## src/rtl/jk_bank_ctrl.sv

```systemverilog
// rtl/jk_bank_ctrl.sv - round-robin sequencer/arbiter for a bank of level-sensitive JK latch cells
module jk_bank_ctrl #(
    parameter int  WIDTH      = 8,
    parameter int  NREQ       = 4,
    parameter int  AW         = 3,
    parameter int  STROBE_CYC = 1,
    localparam int IDW        = (NREQ > 1) ? $clog2(NREQ) : 1
) (
    input  logic                 clk,
    input  logic                 rst_n,
    input  logic [NREQ-1:0]      req_valid,
    input  logic [2*NREQ-1:0]    req_op,
    input  logic [AW*NREQ-1:0]   req_addr,
    output logic [NREQ-1:0]      req_ready,
    output logic                 done_valid,
    output logic [IDW-1:0]       done_id,
    output logic                 done_err,
    output logic [WIDTH-1:0]     lat_j,
    output logic [WIDTH-1:0]     lat_k,
    output logic [WIDTH-1:0]     lat_en,
    output logic [WIDTH-1:0]     shadow_q,
    output logic                 busy
);

    typedef enum logic [2:0] {
        ST_INIT,
        ST_IDLE,
        ST_SETUP,
        ST_STROBE,
        ST_HOLD,
        ST_DONE
    } state_t;

    localparam logic [1:0] OP_HOLD   = 2'b00;
    localparam logic [1:0] OP_SET    = 2'b10;
    localparam logic [1:0] OP_TOGGLE = 2'b11;

    state_t            state_q;
    state_t            state_n;
    logic              init_mode_q;
    logic [AW-1:0]     init_addr_q;
    logic [AW-1:0]     cur_addr_q;
    logic              cur_set_q;
    logic              cur_err_q;
    logic [IDW-1:0]    cur_id_q;
    logic [IDW-1:0]    rr_ptr_q;
    logic [3:0]        cnt_q;

    logic              grant_found;
    logic [IDW-1:0]    grant_id;
    logic [1:0]        g_op;
    logic [AW-1:0]     g_addr;
    logic              g_shadow_bit;
    logic              g_err;
    logic              g_set;
    logic              g_noop;
    logic              accept;

    logic [AW-1:0]     act_addr;
    logic              act_set;
    logic              drive;
    logic [WIDTH-1:0]  sel;
    logic [WIDTH-1:0]  j_c;
    logic [WIDTH-1:0]  k_c;

    // Round-robin search starting at rr_ptr, plus decode of the winner's command.
    always_comb begin
        grant_found  = 1'b0;
        grant_id     = '0;
        g_op         = OP_HOLD;
        g_addr       = '0;
        g_shadow_bit = 1'b0;
        for (int k = 0; k < NREQ; k++) begin
            for (int i = 0; i < NREQ; i++) begin
                if (!grant_found && (i == (int'(rr_ptr_q) + k) % NREQ) && req_valid[i]) begin
                    grant_found = 1'b1;
                    grant_id    = IDW'(i);
                end
            end
        end
        for (int i = 0; i < NREQ; i++) begin
            if (grant_id == IDW'(i)) begin
                g_op   = req_op[2*i +: 2];
                g_addr = req_addr[AW*i +: AW];
            end
        end
        for (int i = 0; i < WIDTH; i++) begin
            if (g_addr == AW'(i)) begin
                g_shadow_bit = shadow_q[i];
            end
        end
        // Toggle is resolved against the shadow so the cell never sees j=k=1.
        g_err  = (int'(g_addr) >= WIDTH);
        g_set  = (g_op == OP_SET) || ((g_op == OP_TOGGLE) && !g_shadow_bit);
        g_noop = g_err || (g_op == OP_HOLD);
        accept = (state_q == ST_IDLE) && grant_found;
    end

    // Next-state logic for the operation sequencer (INIT reuses STROBE/HOLD).
    always_comb begin
        state_n = state_q;
        case (state_q)
            ST_INIT:   state_n = ST_STROBE;
            ST_IDLE:   if (grant_found) state_n = g_noop ? ST_DONE : ST_SETUP;
            ST_SETUP:  state_n = ST_STROBE;
            ST_STROBE: if (cnt_q == 4'd0) state_n = ST_HOLD;
            ST_HOLD: begin
                if (!init_mode_q) begin
                    state_n = ST_DONE;
                end else if (init_addr_q == AW'(WIDTH - 1)) begin
                    state_n = ST_IDLE;
                end else begin
                    state_n = ST_INIT;
                end
            end
            ST_DONE:   state_n = ST_IDLE;
            default:   state_n = ST_INIT;
        endcase
    end

    // Cell drive decode: j/k cover SETUP..HOLD, enable only during STROBE.
    always_comb begin
        act_addr = init_mode_q ? init_addr_q : cur_addr_q;
        act_set  = init_mode_q ? 1'b0 : cur_set_q;
        drive    = (state_q == ST_INIT) || (state_q == ST_SETUP) ||
                   (state_q == ST_STROBE) || (state_q == ST_HOLD);
        sel      = '0;
        for (int i = 0; i < WIDTH; i++) begin
            if (act_addr == AW'(i)) begin
                sel[i] = 1'b1;
            end
        end
        j_c = (drive && act_set)  ? sel : '0;
        k_c = (drive && !act_set) ? sel : '0;
    end

    // Outputs; j/k are held quiet while reset is asserted even though the state sits in INIT.
    always_comb begin
        lat_j      = j_c & {WIDTH{rst_n}};
        lat_k      = k_c & {WIDTH{rst_n}};
        lat_en     = (state_q == ST_STROBE) ? sel : '0;
        done_valid = (state_q == ST_DONE);
        done_id    = (state_q == ST_DONE) ? cur_id_q : '0;
        done_err   = (state_q == ST_DONE) && cur_err_q;
        busy       = (state_q != ST_IDLE);
        req_ready  = '0;
        if (accept) begin
            req_ready[grant_id] = 1'b1;
        end
    end

    // State, captured command, strobe counter, init walk and shadow copy.
    always_ff @(posedge clk or negedge rst_n) begin
        if (!rst_n) begin
            state_q     <= ST_INIT;
            init_mode_q <= 1'b1;
            init_addr_q <= '0;
            cur_addr_q  <= '0;
            cur_set_q   <= 1'b0;
            cur_err_q   <= 1'b0;
            cur_id_q    <= '0;
            rr_ptr_q    <= '0;
            cnt_q       <= '0;
            shadow_q    <= '0;
        end else begin
            state_q <= state_n;
            if (accept) begin
                cur_addr_q <= g_addr;
                cur_set_q  <= g_set;
                cur_err_q  <= g_err;
                cur_id_q   <= grant_id;
                rr_ptr_q   <= (grant_id == IDW'(NREQ - 1)) ? '0 : grant_id + IDW'(1);
            end
            if ((state_n == ST_STROBE) && (state_q != ST_STROBE)) begin
                cnt_q <= 4'(STROBE_CYC - 1);
            end else if ((state_q == ST_STROBE) && (cnt_q != 4'd0)) begin
                cnt_q <= cnt_q - 4'd1;
            end
            if ((state_q == ST_HOLD) && init_mode_q) begin
                if (init_addr_q == AW'(WIDTH - 1)) begin
                    init_mode_q <= 1'b0;
                end else begin
                    init_addr_q <= init_addr_q + AW'(1);
                end
            end
            if ((state_q == ST_HOLD) && !init_mode_q) begin
                shadow_q <= (shadow_q & ~sel) | (cur_set_q ? sel : '0);
            end
        end
    end

    a_jk_exclusive: assert property (@(posedge clk) disable iff (!rst_n)
        ((lat_j & lat_k) == '0));
    a_only_addressed: assert property (@(posedge clk) disable iff (!rst_n)
        (((lat_j | lat_k | lat_en) & ~sel) == '0));
    a_en_in_strobe: assert property (@(posedge clk) disable iff (!rst_n)
        ((state_q != ST_STROBE) |-> (lat_en == '0)));

endmodule

```

## config.mk

```make
export PLATFORM = sky130hd
export DESIGN_NAME = jk_bank_ctrl
export DESIGN_NICKNAME = d
export VERILOG_FILES = /design/src/rtl/jk_bank_ctrl.sv
export SDC_FILE = /design/constraint.sdc
export NUM_CORES = 1
export LEC_CHECK = 0
export ABC_AREA = 1
export ABC_CLOCK_PERIOD_IN_PS = 2800
export BUFFER_PORTS_ARGS = -buffer_cell sky130_fd_sc_hd__buf_2
export CAP_MARGIN = 0
export CORE_ASPECT_RATIO = 0.7
export CORE_MARGIN = 1.5
export CORE_UTILIZATION = 35
export DETAILED_ROUTE_END_ITERATION = 10
export GPL_TIMING_DRIVEN = 0
export SKIP_CTS_REPAIR_TIMING = 1
export SLEW_MARGIN = 20
export SYNTH_ARGS = -nofsm -noshare
export SYNTH_HDL_FRONTEND = slang
export SYNTH_SLANG_ARGS = --single-unit
```

## constraint.sdc

```tcl
create_clock -name clk -period 2.8 [get_ports clk]
set_input_delay 0.42 -clock clk [delete_from_list [all_inputs] [get_ports clk]]
set_output_delay 0.42 -clock clk [all_outputs]
set_load 0.02 [all_outputs]
```

* Word-level counts from Yosys, hierarchy flattened
Index checks and enable logic that the tools add are counted.
Word-level totals: logic and storage cells 220, input bits 26, register bits 27, output and inout port bits 41
Operators by class: eq/ne operators 40, $add $sub $neg 6, mux-type cells 74, reduce and logical (&&, ||, !) cells 80, order comparisons 2, bitwise gates (word level) 9
Operators by type and width (count):
- $logic_not 32->1 | 4
- $logic_and 1x1->1 | 40
- $mux 2 | 20
- $mux 1 | 36
- $eq 3x3->1 const B | 11
- $mux 8 | 4
- $mux 3 | 9
- $and 8x8->8 | 3
- $eq 3x2->1 const B | 7
- $eq 3x3->1 const A | 6
- $logic_not 1->1 | 18
- $pmux 3 s5 | 1
- $mux 4 | 3
- $eq 2x3->1 const A | 3
- $eq 3x1->1 const B | 3
- $logic_not 3->1 | 3
- $eq 2x2->1 const B | 4
- $not 8->8 | 1
- $or 8x8->8 | 1
- $reduce_or 2->1 | 4
- $add 2x1->2 const B | 2
- $add 2x2->2 const B | 2
- $eq 2x2->1 const A | 2
- $logic_not 2->1 | 2
- 16 further kinds | 22

* Longest topological paths before layout
depth in word-level cells 80, gate-level depth with buffers 29, gate-level depth less buffers 29

* Least setup slack after synthesis
Ideal clock, no wire load.
path type reg2reg, start register rr_ptr_q[1], end register cur_set_q, path slack -227 ps, data required time 2735 ps, stages on the path, launching flop included 28, setup time 65 ps, clock period less this slack 3027 ps, data arrival time 2963 ps, path through dfrtp_1 inv_1 nand2_1 nand3_2 nand4_2 nor2_2 nand4_2 nor2_2 nand2_2 nor2_4 o21ai_0 nand2_1 inv_1 ha_1 nor2_1 nand2_1 nand2_1 nand2_1 nand2_1 nand2_1 nand2_1 nand3_1 nand2_1 nand2_1 nand3_1 nand2_1 nand3b_1 nand2_1
Between the ends: cells in the longest elaborated chain, start to end 80, elaborated cells on any way between the ends 136, those cells by class add/sub: 3; eq/ne: 24; mux: 47; bitwise: 3; reduce/logical: 59
Ends and longest elaborated chain:
- start, declared | RTL line 46 | logic [IDW-1:0] rr_ptr_q;
- start signal, assigned | RTL line 172 | rr_ptr_q <= (grant_id == IDW'(NREQ - 1)) ? '0 : grant_id + IDW'(1);
- $logic_not 32->1 | RTL line 75 | if (!grant_found && (i == (int'(rr_ptr_q) + k) % NREQ) && req_valid[i]) begin
- $logic_and 1x1->1 | RTL line 75
- $mux 1 | RTL line 75
- $logic_not 1->1 | RTL line 75
- $logic_and 1x1->1 (2 in series) | RTL line 75
- $mux 1 | RTL line 75
- $logic_not 1->1 | RTL line 75
- $logic_and 1x1->1 (2 in series) | RTL line 75
- [... 53 more ...]
- net grant_id[1] | RTL line 50 | logic [IDW-1:0] grant_id;
- $logic_not 2->1 | RTL line 82 | if (grant_id == IDW'(i)) begin
- $mux 3 (4 in series) | RTL line 82
- $logic_not 3->1 | RTL line 88 | if (g_addr == AW'(i)) begin
- $mux 1 (8 in series) | RTL line 88
- $logic_not 1->1 | RTL line 94 | g_set = (g_op == OP_SET) || ((g_op == OP_TOGGLE) && !g_shadow_bit);
- $logic_and 1x1->1 | RTL line 94
- $logic_or 1x1->1 * | RTL line 94
- end signal, assigned | RTL line 169 | cur_set_q <= g_set;
- end, declared | RTL line 43 | logic cur_set_q;
Mark *: on every way through the listed nets, which the timed path passes. The rest lies on a longest branch. A chain may end at the register's enable or synchronous reset.

* Final worst setup path
start register rr_ptr_q[0], end register cur_set_q
Same word-level chain as after synthesis.

==> results.toml <==
[global_route]
grt_max_degree = 30
met2_usage = 0.271
gr-max-usage-layer = "met2"
grt_pass1_wl_mm = 8.78
antenna_found_initial = 0
grt_util_met1 = 0.254
track_usage = 0.173
grt_pass1_vias = 1954
met3_usage = 0.0356
grt-ovfl-total = 0

[worst_setup_path]
crit_arrival_ps = 3360
reg2reg_slack_ps = -350
crit_start = "rr_ptr_q[0]"
reg2reg_to = "cur_set_q"
path_class = "reg2reg"
cp.required_ps = 3020
crit_path_top_delay_cell = "dfrtp_2"
startpoint_type = "register"
crit_family = "simple AND/OR/NAND/NOR gates"
regToRegStartpoint = "rr_ptr_q[0]"
crit_fanout = 6
worstSetupPathDepth = 28
max_stage_delay_ps = 470
critical_path_buf_inv_count = 3
crit_top_cell = "nand2_1"
cp-end-kind = "register"
r2r_cells = 28

[drt]
viasPerCell = 4.89
route.detailed.drc = 0
dr_total_vias = 2346
antenna_left = 0
finalWirelength_mm = 5.95
drt_iter0_markers = 99
dr.pass1.iters = 4
wl_per_cell_microns = 12.4

[cts]
cts_tree = "yes"
clk_latency_ps = 280
clock_sinks = 27
cts_made_buffers = 3
cts_root_buffer = "clkbuf_8"
clockBufferDepth = 2
cts_max_level = 1
path_clk_slew_ps = 100

[outcome]
status = "finished with violations"
failed_checks = "negative setup slack"

[floorplanning]
io_pins = 67
fp.dieW_microns = 95.7
die_height_microns = 67.9
coreArea_sq_um = 5760
initial_core_util = 0.366
rows = 23
die_area_sq_um = 6490

[timing]
skew_ps = 6.44
timing.slew.headroom = 0.550
holdWs_ps = 173
tightest_slew_ps = 674
final.period_utilization = 1.12
grt_setup_unrepaired = "true"
clock.fmax_mhz = 318
drv_slew = 0
setup_ws_ps = -345
post-route-min-period_ps = 3150
hold_violations = 0
tns_ps = -1570
setup_violations = 11

[flow_run]
maxCapViolations = 0

[cells_and_area]
nets = 439
drive_above_1_share = 0.358
syn2layout_area_growth_pct = 36.7
n_antenna_cell = 0
stdcell_area_sq_um = 2880
instances_no_fill = 480

[power_and_ir_drop]
switching_share = 0.535
total_power_mw = 3.64
vdd_drop_max_uv = 417
cellLeakagePower_nw = 1.51
seqPwrFrac = 0.182
p_switching_mw = 1.94
clockPowerShare = 0.062
powerDensity_nw_per_um2 = 1260
p_int_mw = 1.69
p_comb_frac = 0.756

[synthesis]
synth_edf_count = 0
async_flop_share = 1.00
yosysWarnings = 0
synth_ff_type = "dfrtp_1"
yosysSeqAreaShare = 0.322
syn_nets = 356
synth-seq-cells = 27
ys_types = 38
syn_area_sq_um = 2100
avgSynthCellArea_sq_um = 6.52
syn_inst = 323

[placement]
hpwl_mm = 4.49
io_buffers = 65
post-place-cells = 463
postPlaceCellArea_sq_um = 2540
place_congestion = 0.841

[worst_hold_path]
hold_path.class = "in2async"
routing by layer:
layer / routed length, microns / share of wire
met1: 2970 / 0.50
met2: 2580 / 0.43
met3: 366 / 0.062
met5: 0 / 0
met4: 34 / 0.0057
Yosys cell counts, types with 2 or more instances:
cell,count,area [sq um]
nor2_1,73,274
nand2_1,66,248
inv_1,51,191
dfrtp_1,26,651
nand3_1,20,100
a21oi_1,13,65.1
o21ai_0,13,65.1
ha_1,7,87.6
a31oi_1,6,37.5
nand4_1,6,37.5
nand3b_1,4,30.0
nor2_2,3,18.8
nor3_1,3,15.0
or2_2,3,18.8
a22o_1,2,17.5
mux2_2,2,22.5
nand4_2,2,25.0
o22ai_1,2,12.5
xor2_1,2,17.5
cells in the final DEF, fill, tap and decap left out, types with 7 or more instances in the layout:
cell type and count:
a21oi_1 13, dfrtp_1 24, buf_2 63, inv_1 42, nor2_1 66, nand2_1 56, nor2_2 7, nand3_1 15
nand2_2 7, buf_4 16, o21ai_0 7
worst reg2reg max path: cells and delay by family, from the launching register on:
| kind | cells | cell delay, ps |
|---|---|---|
| flops | 1 | 470 |
| simple gates | 23 | 2160 |
| fa+ha+maj | 1 | 170 |
| buf+inv | 3 | 230 |
| compound gates | 1 | 60 |
how the worst max path moves through the flow:
| stage | endpoint | slack, ps |
|---|---|---|
| 2_1_floorplan | cur_set_q | 0.06 |
| 5_1_grt | cur_set_q | -550 |
| 3_5_place_dp | cur_set_q | -500 |
| 3_3_place_gp | cur_set_q | -460 |
| 6_report | cur_set_q | -350 |
| 4_1_cts | cur_set_q | -510 |
stage by stage:
step                      setup slack, ps  utilization
after floorplan                    0.0564            -
after global placement               -461        0.442
after detailed placement             -504        0.442
after CTS                            -512        0.449
after global routing                 -552        0.500
final                                -345        0.500
power by group through the flow:
stage / sequential, mW / clock, mW / combinational (mW)
6_report: 0.660 / 0.227 / 2.75
4_1_cts: 0.633 / 0.233 / 2.10
3_5_place_dp: 0.642 / 0 / 2.08
5_1_grt: 0.677 / 0.248 / 3.03
3_3_place_gp: 0.643 / 0 / 2.06
2_1_floorplan: 0.674 / 0 / 1.53
cell type report:
| class | count | area (sq um) |
|---|---|---|
| Multi-Input combinational cell | 238 | 1380 |
| Tap cell | 75 | 93.8 |
| Fill cell | 579 | 2880 |
| Clock buffer | 4 | 45.0 |
| Sequential cell | 27 | 679 |
| Buffer | 4 | 31.3 |
| Timing Repair Buffer | 78 | 434 |
| Inverter | 54 | 215 |
cells by family after synthesis:
logic type | count (synthesis) | synth area share
AND/OR/NAND/NOR | 185 | 0.391
buffers and inverters | 58 | 0.112
AO/OA/AOI/OAI | 40 | 0.109
flip-flops | 27 | 0.322
adder cells (fa/ha/maj) | 7 | 0.0416
XOR/XNOR | 3 | 0.0125
multiplexers | 2 | 0.0107
other | 1 | 0.00178
Note: power is estimated with default switching activity, not from simulation.
